--- config.mk ---
export PLATFORM = sky130hd
export DESIGN_NAME = spi_master_ctrl
export DESIGN_NICKNAME = d
export VERILOG_FILES = /design/src/rtl/spi_master_ctrl.sv
export SDC_FILE = /design/constraint.sdc
export NUM_CORES = 1
export LEC_CHECK = 0
export ABC_AREA = 1
export CAP_MARGIN = 0
export CORE_MARGIN = 10
export CORE_UTILIZATION = 49
export DETAILED_ROUTE_END_ITERATION = 10
export PLACE_DENSITY = 0.73
export SLEW_MARGIN = 40
export SYNTH_ARGS = -nofsm -noshare
export SYNTH_HDL_FRONTEND = slang
export SYNTH_SLANG_ARGS = --single-unit
--- constraint.sdc ---
create_clock -name clk -period 3.4 [get_ports clk]
set_input_delay 0.85 -clock clk [delete_from_list [all_inputs] [get_ports clk]]
set_output_delay 0.85 -clock clk [all_outputs]
set_load 0.02 [all_outputs]
--- src/rtl/spi_master_ctrl.sv ---
// SPI RAM master engine: frames one command as SETUP / SEND / (WAIT / RECV) / DONE on the system clock.
// Optional rd_data sequence check is built when SPI_MASTER_SEQ_CHECK_EN is defined.
module spi_master_ctrl #(
    parameter int FRAME_WIDTH = 8,
    parameter int READ_WAIT   = 2
) (
    input  logic                   clk,
    input  logic                   rst_n,
    input  logic                   cmd_valid,
    output logic                   cmd_ready,
    input  logic [1:0]             cmd_op,
    input  logic [FRAME_WIDTH-1:0] cmd_data,
    output logic                   rsp_valid,
    output logic [FRAME_WIDTH-1:0] rsp_data,
    output logic                   busy,
    output logic                   err,
    output logic                   SS_n,
    output logic                   MOSI,
    input  logic                   MISO
);
    localparam int CTRL_WIDTH = 3;
    localparam int TX_W       = FRAME_WIDTH + CTRL_WIDTH;
    localparam int MAX_CNT    = (TX_W > READ_WAIT) ? TX_W : READ_WAIT;
    localparam int CNT_W      = $clog2(MAX_CNT + 1);
    localparam logic [1:0] OP_RD_ADDR = 2'b10;
    localparam logic [1:0] OP_RD_DATA = 2'b11;

    typedef enum logic [2:0] {IDLE, SETUP, SEND, WAIT, RECV, DONE} state_e;

    state_e                 state_q, state_d;
    logic [CNT_W-1:0]       cnt_q, cnt_d;
    logic [TX_W-1:0]        tx_q;
    logic [FRAME_WIDTH-2:0] rx_q;
    logic [FRAME_WIDTH-1:0] rx_next;
    logic [FRAME_WIDTH-1:0] rsp_data_q;
    logic [1:0]             op_q;
    logic                   ss_q, mosi_q, rsp_valid_q;
    logic                   accept, reject;

    assign accept  = cmd_valid && cmd_ready;
    assign rx_next = {rx_q, MISO};
    assign cnt_d   = (state_d != state_q) ? '0 : cnt_q + 1'b1;

`ifdef SPI_MASTER_SEQ_CHECK_EN
    logic rd_armed_q, err_q;

    // rd_data is only legal right after a completed rd_addr; otherwise bounce it without a frame.
    assign reject = accept && (cmd_op == OP_RD_DATA) && !rd_armed_q;
    assign err    = err_q;

    always_ff @(posedge clk or negedge rst_n) begin
        if (!rst_n) begin
            rd_armed_q <= 1'b0;
            err_q      <= 1'b0;
        end else begin
            err_q <= reject;
            if (state_q == DONE) rd_armed_q <= (op_q == OP_RD_ADDR);
        end
    end
`else
    assign reject = 1'b0;
    assign err    = 1'b0;
`endif

    always_ff @(posedge clk or negedge rst_n) begin
        if (!rst_n) state_q <= IDLE;
        else        state_q <= state_d;
    end

    always_comb begin
        state_d = state_q;
        case (state_q)
            IDLE:  if (accept && !reject) state_d = SETUP;
            SETUP: state_d = SEND;
            SEND: begin
                if (cnt_q == CNT_W'(TX_W - 1)) begin
                    if (op_q != OP_RD_DATA) state_d = DONE;
                    else if (READ_WAIT == 0) state_d = RECV;
                    else                     state_d = WAIT;
                end
            end
            WAIT:  if (cnt_q == CNT_W'(READ_WAIT - 1)) state_d = RECV;
            RECV:  if (cnt_q == CNT_W'(FRAME_WIDTH - 1)) state_d = DONE;
            DONE:  state_d = IDLE;
            default: state_d = IDLE;
        endcase
    end

    always_comb begin
        cmd_ready = (state_q == IDLE);
        busy      = (state_q != IDLE);
    end

    // Pin-side registers are loaded from the next state so SS_n/MOSI line up with the state they belong to.
    always_ff @(posedge clk or negedge rst_n) begin
        if (!rst_n) begin
            cnt_q       <= '0;
            tx_q        <= '0;
            op_q        <= 2'b00;
            rx_q        <= '0;
            rsp_data_q  <= '0;
            rsp_valid_q <= 1'b0;
            ss_q        <= 1'b1;
            mosi_q      <= 1'b0;
        end else begin
            cnt_q  <= cnt_d;
            ss_q   <= (state_d == IDLE) || (state_d == DONE);
            mosi_q <= (state_d == SEND) && tx_q[TX_W-1];
            if (accept) begin
                // ctrl encoding: {op[1], op[1], op[0]}
                tx_q <= {cmd_op[1], cmd_op, cmd_data};
                op_q <= cmd_op;
            end else if (state_d == SEND) begin
                tx_q <= {tx_q[TX_W-2:0], 1'b0};
            end
            if (state_q == RECV) rx_q <= rx_next[FRAME_WIDTH-2:0];
            rsp_valid_q <= (state_q == RECV) && (state_d == DONE);
            if ((state_q == RECV) && (state_d == DONE)) rsp_data_q <= rx_next;
        end
    end

    assign SS_n      = ss_q;
    assign MOSI      = mosi_q;
    assign rsp_valid = rsp_valid_q;
    assign rsp_data  = rsp_data_q;
endmodule

=== Yosys cells after proc, flatten, opt, wreduce, memory -nomap -nowiden ===
Cells that the tools add are included.

* Flip-flop bits (word level): 38
* Input port bits: 14
* Word-level logic and storage cells: 38

* Add/sub/neg operators: 1
* Eq/ne operators: 11
* Multiplexer cells: 9
* Reduce and logical (&&, ||, !) cells: 8

{| class="wikitable"
|+ Operators by type and width
! operator !! number
|-
| 11-bit 2-to-1 mux || 2
|-
| 3-bit 2-to-1 mux || 5
|-
| 3-bit case mux with 5 select lines || 1
|-
| 3-bit by 2-bit equality test with 1-bit output (second input constant) || 3
|-
| 3-bit equality test (second input constant) || 2
|-
| 3-bit zero test || 2
|-
| 4-bit by 1-bit adder with 4-bit output (second input constant) || 1
|-
| 4-bit by 1-bit equality test with 1-bit output (second input constant) || 1
|-
| 4-bit by 3-bit equality test with 1-bit output (second input constant) || 1
|-
| 4-bit equality test (second input constant) || 1
|-
| 4-bit 2-to-1 mux || 1
|-
| 3-bit by 1-bit equality test with 1-bit output (second input constant) || 1
|-
| 1-bit logical AND || 3
|-
| 3-bit != test || 1
|-
| 3-bit nonzero test || 1
|-
| 2-bit != test (second input constant) || 1
|-
| 2-bit nonzero test || 1
|-
| 1-bit logical OR || 1
|}

=== Logic depth before layout (Yosys ltp) ===
Gate-level depths: netlist of the first run.

* Depth after elaboration: 7
* Mapped depth: 12

=== Worst setup path after synthesis of the first run ===
Ideal clock, no wire load.

* Path kind: register to output
* From: reg state_q[1]
* To: out cmd_ready
* Arrival: 0.894 ns
* Data required time: 2.550 ns
* Slack: 1.656 ns
* Cell stages (with the launch flop): 4
* Path through: dfrtp_1 -> nor2_4 -> nand2_2 -> inv_1

* Longest elaborated chain between the ends: 1

{| class="wikitable"
|+ RTL lines
! element !! line !! text
|-
| start, declared || 30 || <nowiki>state_e state_q, state_d;</nowiki>
|-
| start signal, assigned || 67 || <nowiki>else state_q <= state_d;</nowiki>
|-
| 3-bit zero test || 90 || <nowiki>cmd_ready = (state_q == IDLE);</nowiki>
|-
| end, declared || 10 || <nowiki>output logic cmd_ready,</nowiki>
|}

No other way between the ends.

=== Worst setup path after layout of the first run ===
Same ends and word-level chain as after synthesis.

==> results of run 1 <==
## metal layers
| layer | up-vias | GRT usage, % |
|---|---|---|
| li1 | 710 | - |
| met1 | 608 | 12.9 |
| met2 | 31 | 17.1 |
| met3 | 4 | 4.26 |
| met4 | 0 | 4.08 |
| met5 | - | 0 |
## state kept, by name (all words and copies together), names as in the netlist
register and count:
tx_q 11, rsp_data 8, rx_q 7, cnt_q 4, state_q 3, op_q 2, MOSI 1, SS_n 1
rsp_valid 1
## per-stage QoR
stage	hold WS, ns	setup slack (ns)	cells	util, %	total power, uW
floorplan	0.442	1.66	215	-	1200
global placement	0.462	1.03	282	58.1	1320
detailed placement	0.462	0.999	282	58.2	1340
CTS	0.480	0.871	290	61.9	1800
global route	0.523	0.830	290	61.9	1910
finish	0.472	0.895	290	61.9	1770
## logic make-up (layout without fill, tap and decap cells)
group / count (synthesis) / in the layout
buf+inv: 29 / 56
mux: 1 / 1
flops: 38 / 38
compound gates: 15 / 15
fa+ha+maj: 3 / 3
simple gates: 126 / 126
other cells: 1 / 1
xor+xnor: 2 / 2
## how the worst min path moves through the flow
stage,startpoint,to,cells past startpoint
2_1_floorplan,op_q[1]$_DFFE_PN0P_,op_q[1]$_DFFE_PN0P_,2
3_3_place_gp,op_q[1]$_DFFE_PN0P_,op_q[1]$_DFFE_PN0P_,2
3_5_place_dp,op_q[0]$_DFFE_PN0P_,op_q[0]$_DFFE_PN0P_,2
4_1_cts,op_q[0]$_DFFE_PN0P_,op_q[0]$_DFFE_PN0P_,2
5_1_grt,op_q[1]$_DFFE_PN0P_,op_q[1]$_DFFE_PN0P_,2
6_report,op_q[0]$_DFFE_PN0P_,op_q[0]$_DFFE_PN0P_,2
## worst reg2reg max path, delay by kind of cell (launching register included)
family,cells,cell delay [ns]
AND/OR/NAND/NOR,7,0.99
flip-flops,1,0.42
adder cells (fa/ha/maj),1,0.23
## final cells by class
type                       count  area, um2  share of cell area, %
timing repair buffer          26        258                   11.4
tap                           48       60.1                   2.65
clock buffer                   5       68.8                   3.04
sequential                    38        952                   42.0
multi-input combinational    148        777                   34.3
inverter                      22       82.6                   3.64
clock inverter                 3       68.8                   3.04
## power groups by stage
stage               Combinational [uW]  Clock (uW)  Sequential, uW
floorplan                          549           0             652
global placement                   668           0             652
detailed placement                 682           0             653
CTS                                682         471             647
global route                       761         490             662
finish                             670         457             646
## layout by cell type, fill, tap and decap left out, drive strengths merged, types with 2 or more instances in the layout
cell type / instances
dfrtp: 37
bufinv: 2
nor2: 24
clkdlybuf4s50: 25
nand3: 20
inv: 22
o21ai: 8
a21oi: 7
clkbuf: 5
nand2: 82
ha: 3
==> results.md, run 1 <==
- Run status: completed
- Post-synthesis xor/xnor area fraction: 0.939%
- First-pass GRT wire length: 5560 um
- Number of global-route vias before repair: ~1,200
- DR pass1 iterations: 4
- Final Instance Area: roughly 2300 um2
- CP arrival: about 1.7 ns
- Clk buf depth: 2
- DR vias/cell: 4.67
- Post-route ant nets: 0
- Nets: approximately 260
- Worst path buffer plus inverter count: 2
- Worst path cell trace: nor2_4 -> nand2_2 -> inv_1 -> clkdlybuf4s50_1
- Clock power share: about 26%
- Drt drc: 0
- CP endpoint: cmd_ready
- Layout area overhead: 21.5%
- I/O Buffers: 26
- Ys Warns: 0
- Clk sinks: 38
- Htree depth: 2
- Die height: ~82 um
- Top delay family on crit path: buffers and inverters
- Post-synthesis mux area share: 0.604%
- Combinational power share: ~38%
- Mapped cell area: 1870 um2
- GP Congestion: approximately 0.76
- WS Path Type: reg -> out
- Total core area: ~3700 um2
- Row count: 22
- Setup TNS: 0 ns
- CTS tree: done
- Largest family of logic cells by synthesized area: simple AND/OR/NAND/NOR gates
- Crit path launch: state_q[1]$_DFF_PN0_
- Initial antenna violation count: 0
- Initial core utilization: ~50%
- Share of layout cells above drive strength 1: between 10% and 20%
- Tot GR Track Use: a little over a tenth
- Critical Path RT: about 2.6 ns
- Critical Path End Type: output port
- Fill cells: 311
- Mapped Nets: around 230
- Reg2reg path depth: 8
- Cell at the slowest stage of the critical path: clkdlybuf4s50_1
- GRT Residual Overflow: 0
- Setup bufs post-CTS: 0
- CTS root buf: clkbuf_8
- F_max: 0.399 GHz
- PwrDens: 782 nW/um2
- Cts bufs inserted: 5
- Hold Vio Cnt, Final: 0
- Max Used Layer: met4
- Stages on the worst setup path: 4
- Seq/Total Area, Yosys: between 50% and 60%
- Count of cell types in the netlist: 25
- Compound-cell area share of the yosys netlist: between 4 and 5%
- WL met3: 221 um
- Met2 WL: 1570 um
- Post-Route WL: 3380 um
- Clock skew: approximately 0.006 ns
- Vias: about 1,400
- I/O pins: 28
- Seq pwr share: a little over a third
- Cts hold-fix bufs: 0
- Die area: roughly 6700 um2
- WL met1: 1550 um
- R2r setup slk: approximately 1.7 ns
- Cell count after synthesis: about 220
- Peak VDD IR: between 400 and 500 uV
- Synth area leader: dfrtp_1
- Tmin final: about 2.5 ns
- Resized cells post-CTS: 0
- Launch point of the worst reg-to-reg path: cnt_q[0]$_DFF_PN0_
- Final antenna diode count: 0
- CP Launch Type: flop
- Top post-synthesis cells by count: nand2_1, dfrtp_1, inv_1
- Clock slew seen by the registers of the worst setup and hold paths: 0.07 ns
- Largest net degree at the start of global routing: 39
- Leak Pwr: roughly 0.0012 uW
- Top post-synthesis cells by area: dfrtp_1, nand2_1, nand3_2
- Synth Flop Type: dfrtp_1
- Count leader, synth: nand2_1
- Syn Area/Cell: 8.68 um2
- Worst skew pair latency: approximately 0.29 ns
- Seq cells post-synth: 38
- Switch share: roughly two fifths
- DR iter-0 viols: 72
- RSZ-0062 raised after global routing: false
- Per-cell routed wire length: between 10 and 15 um
- Adder-cell share of the synthesized area: about 2.0%
- Pint: 1100 uW
- Setup-failing EPs final: 0
- Die Wd: between 80 and 90 um
- Post-synth EDFFs: 0
- Worst hold-check path type: reg -> reg
- Post-synth top area share: between 40% and 50%
- HPWL after DPL: roughly 2400 um
- Psw: just under 700 uW
- Maxcap violations: 0
- Fin. max-slew vios: 0
- Final period utilization: between 70 and 80%
- Simple-gate share of the synthesized area: 33.9%
- Critical Path Fanout Max: 6
- CP peak stage delay: around 0.59 ns
- Worst r2r dst: tx_q[4]$_DFFE_PN0P_
- Placed Area: approximately 2100 um2
- Ys async rst share: 100%
No activity file was read; power rests on OpenSTA's default activity.
==> inputs of run 2 (changes only) <==
CORE_UTILIZATION = 48   (was 49)
PLACE_DENSITY = 0.75   (was 0.73)
clock period = 2.27 ns   (was 3.4 ns; I/O delays follow)
==> results.md, run 2 (synthesized netlist as in run 1, its figures left out) <==
- Reg with most FFs: tx_q
- DR pass1 iterations: 4 (unchanged)
- Htree depth: 2 (unchanged)
- F_max: between 0.4 and 0.5 GHz
- Cts bufs inserted: 5 (unchanged)
- Peak VDD IR: 612 uV (+48%)
- Hold Vio Cnt, Final: 0 (unchanged)
- Setup-failing EPs final: 0 (unchanged)
- Row count: 22 (unchanged)
- WS Path Type: reg -> out
- Worst path cell trace: nor2_4 -> nand2_2 -> clkdlybuf4s50_1
- Leak Pwr: 0.00119 uW (+2.1%)
- Register area: 952 um2 (unchanged)
- Layout area overhead: 22.6%
- Critical Path RT: 1.70 ns (-0.85 ns)
- I/O Buffers: 26 (unchanged)
- PwrDens: 1180 nW/um2 (+51%)
- DR iter-0 viols: 78 (+8.3%)
- WL met1: 1450 um (-6.5%)
- Fill cells: 340 (+9.3%)
- Clk sinks: 38 (unchanged)
- Area occupied by multi-input gates: 777 um2 (unchanged)
- Max reg flops: 11 (unchanged)
- Setup bufs post-CTS: 0 (unchanged)
- Per-cell routed wire length: 11.4 um (-2.1%)
- Setup TNS: 0 ns (unchanged)
- Cell at the slowest stage of the critical path: clkdlybuf4s50_1
- Most common cell after layout, fill and taps aside: nand2_1
- I/O pins: 28 (unchanged)
- Share of layout cells above drive strength 1: 15.6% (+0.70 points)
- Die height: 82.3 um (+0.78%)
- Tot GR Track Use: 10.5% (-0.30 points)
- Post-Route WL: 3330 um (-1.4%)
- Worst skew pair latency: 0.29 ns (about the same)
- Maxcap violations: 0 (unchanged)
- Clk buf depth: 2 (unchanged)
- WL met3: 293 um (+33%)
- GRT Residual Overflow: 0 (unchanged)
- Drt drc: 0 (unchanged)
- CTS root buf: clkbuf_8
- WHS: 0.309 ns (-0.163 ns)
- HPWL after DPL: 2390 um (-1.9%)
- Cts hold-fix bufs: 0 (unchanged)
- Tmin final: 2.15 ns
- Resized cells post-CTS: 0 (unchanged)
- Initial core utilization: 50.2% (-0.75 points)
- Worst hold-check path type: in -> async
- RSZ-0062 raised after global routing: false
- Met2 WL: 1560 um (-0.38%)
- Vias: 1,372 (+1.4%)
- Largest net degree at the start of global routing: 39 (unchanged)
- Critical Path Fanout Max: 6 (unchanged)
- Most frequent cells in the layout: nand2_1, dfrtp_1, clkdlybuf4s50_1
- Fin. max-slew vios: 0 (unchanged)
- CP peak stage delay: 0.55 ns (-0.04 ns)
- Total core area: 3720 um2 (+1.5%)
- Die area: 6780 um2 (+1.6%)
- Die Wd: 82.3 um (+0.78%)
- R2r setup slk: 0.53 ns (-1.13 ns)
- GP Congestion: 0.786 (+4.0%)
- CTS tree: done
- Number of global-route vias before repair: 1,283 (+4.2%)
- Post-route ant nets: 0 (unchanged)
- Critical Path End Type: output port
- Final period utilization: 94.6%
- CP arrival: 1.58 ns (-0.07 ns)
- Initial antenna violation count: 0 (unchanged)
- Run status: completed
- Final antenna diode count: 0 (unchanged)
- First-pass GRT wire length: 5530 um (-0.50%)
- CP Launch Type: flop
- Nets: 260 (+0.78%)
- DR vias/cell: 4.70 (+0.71%)
- Reg2reg path depth: 8 (unchanged)
- Max Used Layer: met4
- Clock skew: 0.00338 ns (-0.00274 ns)
- Clock slew seen by the registers of the worst setup and hold paths: 0.07 ns (about the same)
[run 2: routing by layer]
| metal | vias up | track usage, % |
|---|---|---|
| met5 | - | 0 |
| met4 | 0 | 3.57 |
| met3 | 4 | 4.54 |
| met2 | 36 | 16.4 |
| met1 | 619 | 12.6 |
| li1 | 713 | - |
[run 2: final timing paths]
| check | from | endpoint |
|---|---|---|
| setup / recovery | state_q[1]$_DFF_PN0_ | busy |
| min in group clk | op_q[0]$_DFFE_PN0P_ | op_q[0]$_DFFE_PN0P_ |
| setup reg to reg | cnt_q[0]$_DFF_PN0_ | tx_q[10]$_DFFE_PN0P_ |
| hold reg to reg | op_q[0]$_DFFE_PN0P_ | op_q[0]$_DFFE_PN0P_ |
| hold / removal | rst_n | rx_q[2]$_DFFE_PN0N_ |
| max in group asynchronous | rst_n | SS_n$_DFF_PN1_ |
[run 2: critical path: cells and delay by family (launching register included)]
kind	cells	cell delay [ns]
flops	1	0.46
simple gates	2	0.27
buf+inv	1	0.55
[run 2: through the flow]
step	utilization (%)	setup slack [ns]	cells	area (um2)	power (uW)
finish	61.5	0.122	292	2290	2690
global route	61.5	0.0649	292	2290	2900
CTS	61.5	0.000315	292	2280	2730
detailed placement	57.6	0.319	284	2140	2020
global placement	57.6	0.345	284	2140	1970
floorplan	-	0.809	215	1870	1800
[run 2: final cells by class]
cell class | instances | area share [%]
Inverter | 22 | 3.61
Clock buffer | 6 | 3.61
Sequential cell | 38 | 41.6
Timing Repair Buffer | 28 | 11.9
Clock inverter | 2 | 2.63
Tap cell | 48 | 2.63
Multi-Input combinational cell | 148 | 34.0
[run 2: power by group]
part	internal, uW	switching, uW	total, uW
Clock	469	240	708
Sequential	848	124	972
Combinational	362	650	1010
Total	1680	1010	2690
==> inputs of run 3 (changes only) <==
ABC_AREA = default   (was 1)
CORE_UTILIZATION = 47   (was 48)
PLACE_DENSITY = 0.74   (was 0.75)
==> results.md, run 3 <==
- Ys async rst share: 100% (unchanged)
- Top delay family on crit path: buffers and inverters
- Top post-synthesis cells by area: dfrtp_1, mux2_2, mux2i_1
- Clk sinks: 38 (unchanged)
- Reg with most FFs: tx_q
- Mapped cell area: 1730 um2 (-7.3%)
- Setup-failing EPs final: 0 (unchanged)
- Critical Path RT: 1.70 ns (about the same)
- Launch point of the worst reg-to-reg path: cnt_q[0]$_DFF_PN0_
- Compound-cell area share of the yosys netlist: 9.33% (+5.3 points)
- Simple-gate share of the synthesized area: 10.9% (-23 points)
- Clk buf depth: 2 (unchanged)
- WS Path Type: reg -> out
- Reg2reg path depth: 8 (unchanged)
- CTS root buf: clkbuf_8
- Worst r2r dst: tx_q[2]$_DFFE_PN0P_
- Worst path cell trace: nor2_1 -> nand2_1 -> clkdlybuf4s50_1
- Maxcap violations: 0 (unchanged)
- Critical Path End Type: output port
- DR vias/cell: 5.15 (+9.6%)
- Post-layout util: 61.9% (+0.39 points)
- Largest family of logic cells by synthesized area: multiplexers
- Synth area leader: dfrtp_1
- Row count: 21 (-4.5%)
- Htree depth: 2 (unchanged)
- Leak Pwr: 0.00103 uW (-14%)
- Peak VDD IR: 617 uV (+0.80%)
- First-pass GRT wire length: 5300 um (-4.2%)
- DR pass1 iterations: 4 (unchanged)
- Die height: 80.7 um (-2.0%)
- Count leader, synth: dfrtp_1
- Share of layout cells above drive strength 1: 22.2% (+6.6 points)
- Cell count after synthesis: 143 (-33%)
- Synth Flop Type: dfrtp_1
- Worst skew pair latency: 0.28 ns (about the same)
- Final Instance Area: 2130 um2 (-6.8%)
- Most common cell after layout, fill and taps aside: dfrtp_1
- Mapped Nets: 160 (-31%)
- Vias: 1,143 (-17%)
- HPWL after DPL: 2240 um (-6.3%)
- Die Wd: 80.7 um (-2.0%)
- R2r setup slk: 0.35 ns (-0.18 ns)
- Max reg flops: 11 (unchanged)
- I/O Buffers: 26 (unchanged)
- Critical Path Fanout Max: 8 (+2)
- Top post-synthesis cells by count: dfrtp_1, nor2_1, mux2_2
- Total core area: 3440 um2 (-7.4%)
- Initial core utilization: 50.2% (about the same)
- Post-synthesis mux area share: 16.9% (+16 points)
- Run status: completed
- Tmin final: 2.13 ns (-0.0211 ns)
- Layout area overhead: 23.3%
- Initial antenna violation count: 0 (unchanged)
- Drt drc: 0 (unchanged)
- Seq cells post-synth: 38 (unchanged)
- Post-synth top area share: 53.5% (+3.9 points)
- Hold Vio Cnt, Final: 0 (unchanged)
- RSZ-0062 raised after global routing: false
- Tot GR Track Use: 10.3% (-0.15 points)
- Largest net degree at the start of global routing: 39 (unchanged)
- CTS tree: done
- PwrDens: 1220 nW/um2 (+3.5%)
- Final period utilization: 93.7% (-0.93 points)
- Adder-cell share of the synthesized area: 2.17% (+0.16 points)
- I/O pins: 28 (unchanged)
- CP Launch Type: flop
- Die area: 6510 um2 (-4.1%)
- Setup TNS: 0 ns (unchanged)
- CP peak stage delay: 0.61 ns (+0.06 ns)
- Seq/Total Area, Yosys: 55.1% (+4.0 points)
- DR iter-0 viols: 48 (-38%)
- Cell at the slowest stage of the critical path: clkdlybuf4s50_1
- Post-synthesis xor/xnor area fraction: 1.52% (+0.58 points)
- Placed Area: 2040 um2 (-4.9%)
- Ys Warns: 0 (unchanged)
- Worst path buffer plus inverter count: 1 (unchanged)
- Post-synth EDFFs: 0 (unchanged)
- Final antenna diode count: 0 (unchanged)
- GRT Residual Overflow: 0 (unchanged)
- Most frequent cells in the layout: dfrtp_1, clkdlybuf4s50_1, nor2_1
- Clock slew seen by the registers of the worst setup and hold paths: 0.07 ns (about the same)
- Post-route ant nets: 0 (unchanged)
- GP Congestion: 0.810 (+3.0%)
- Number of global-route vias before repair: 1,184 (-7.7%)
- Per-cell routed wire length: 13.7 um (+20%)
- CP arrival: 1.56 ns (-0.02 ns)
- Clock skew: 0.00845 ns (+0.00507 ns)
- Fin. max-slew vios: 0 (unchanged)
- F_max: 0.470 GHz (+0.99%)
- Nets: 192 (-26%)
- Count of cell types in the netlist: 34 (+36%)
- Post-Route WL: 3030 um (-9.0%)
- Stages on the worst setup path: 3 (unchanged)
- Syn Area/Cell: 12.1 um2 (+39%)
- Worst hold-check path type: in -> async
- Cts bufs inserted: 5 (unchanged)
[run 3: cell types whose count changed after synthesis, sizes merged, moves of 4 or more]
cell and delta:
mux2i +10, nand3 -16, a21oi +4, o21ai -5, nand2 -77, mux2 +16, inv -15, nor2 -5
[run 3: per-stage QoR]
stage / instances / hold slack (ns) / setup WS (ns) / total power [uW]
after global placement: 214 / 0.482 / 0.389 / 2110
after CTS: 222 / 0.401 / 0.0349 / 2630
after detailed placement: 214 / 0.491 / 0.357 / 2160
final: 222 / 0.229 / 0.143 / 2600
after global routing: 222 / 0.262 / 0.0477 / 2800
after floorplan: 143 / 0.272 / 0.504 / 1880
[run 3: routing by layer]
layer / GRT usage, % / up-vias / share of wire, %
li1: - / 558 / -
met1: 11.0 / 550 / 41
met2: 17.0 / 31 / 51
met3: 4.68 / 4 / 6.8
met4: 5.02 / 0 / 1.4
met5: 0 / - / 0
[run 3: report_power, final]
part	total (uW)	internal, uW	switching, uW	leakage [uW]
sequential	1050	895	153	0.000483
clock	463	247	215	0.0000455
combinational	1090	520	565	0.000501
total	2600	1660	934	0.00103
[run 3: how the worst max path moves through the flow]
| stage | from | endpoint |
|---|---|---|
| after detailed placement | state_q[1]$_DFF_PN0_ | cmd_ready |
| after floorplan | cnt_q[0]$_DFF_PN0_ | tx_q[2]$_DFFE_PN0P_ |
| after global routing | state_q[1]$_DFF_PN0_ | busy |
| after global placement | state_q[1]$_DFF_PN0_ | cmd_ready |
| after CTS | state_q[1]$_DFF_PN0_ | cmd_ready |
| final | state_q[1]$_DFF_PN0_ | busy |
[run 3: what timing repair did]
item	in CTS	in global routing
setup endpoints to repair	0	1
gates resized for setup	0	1
setup buffers	0	0
hold buffers	0	0
[run 3: logic make-up (layout without fill, tap and decap cells)]
kind of cell	Yosys count	after routing
AND/OR/NAND/NOR	35	35
XOR/XNOR	3	3
other	1	1
flip-flops	38	38
buffers and inverters	13	46
adder cells (fa/ha/maj)	3	3
AO/OA/AOI/OAI	23	23
multiplexers	27	27
[run 3: layout make-up]
cell class	count	area, um2
fill	284	1310
sequential	38	952
multi-input combinational	92	708
timing repair buffer	31	298
clock buffer	8	90.1
tap	46	57.6
inverter	7	26.3
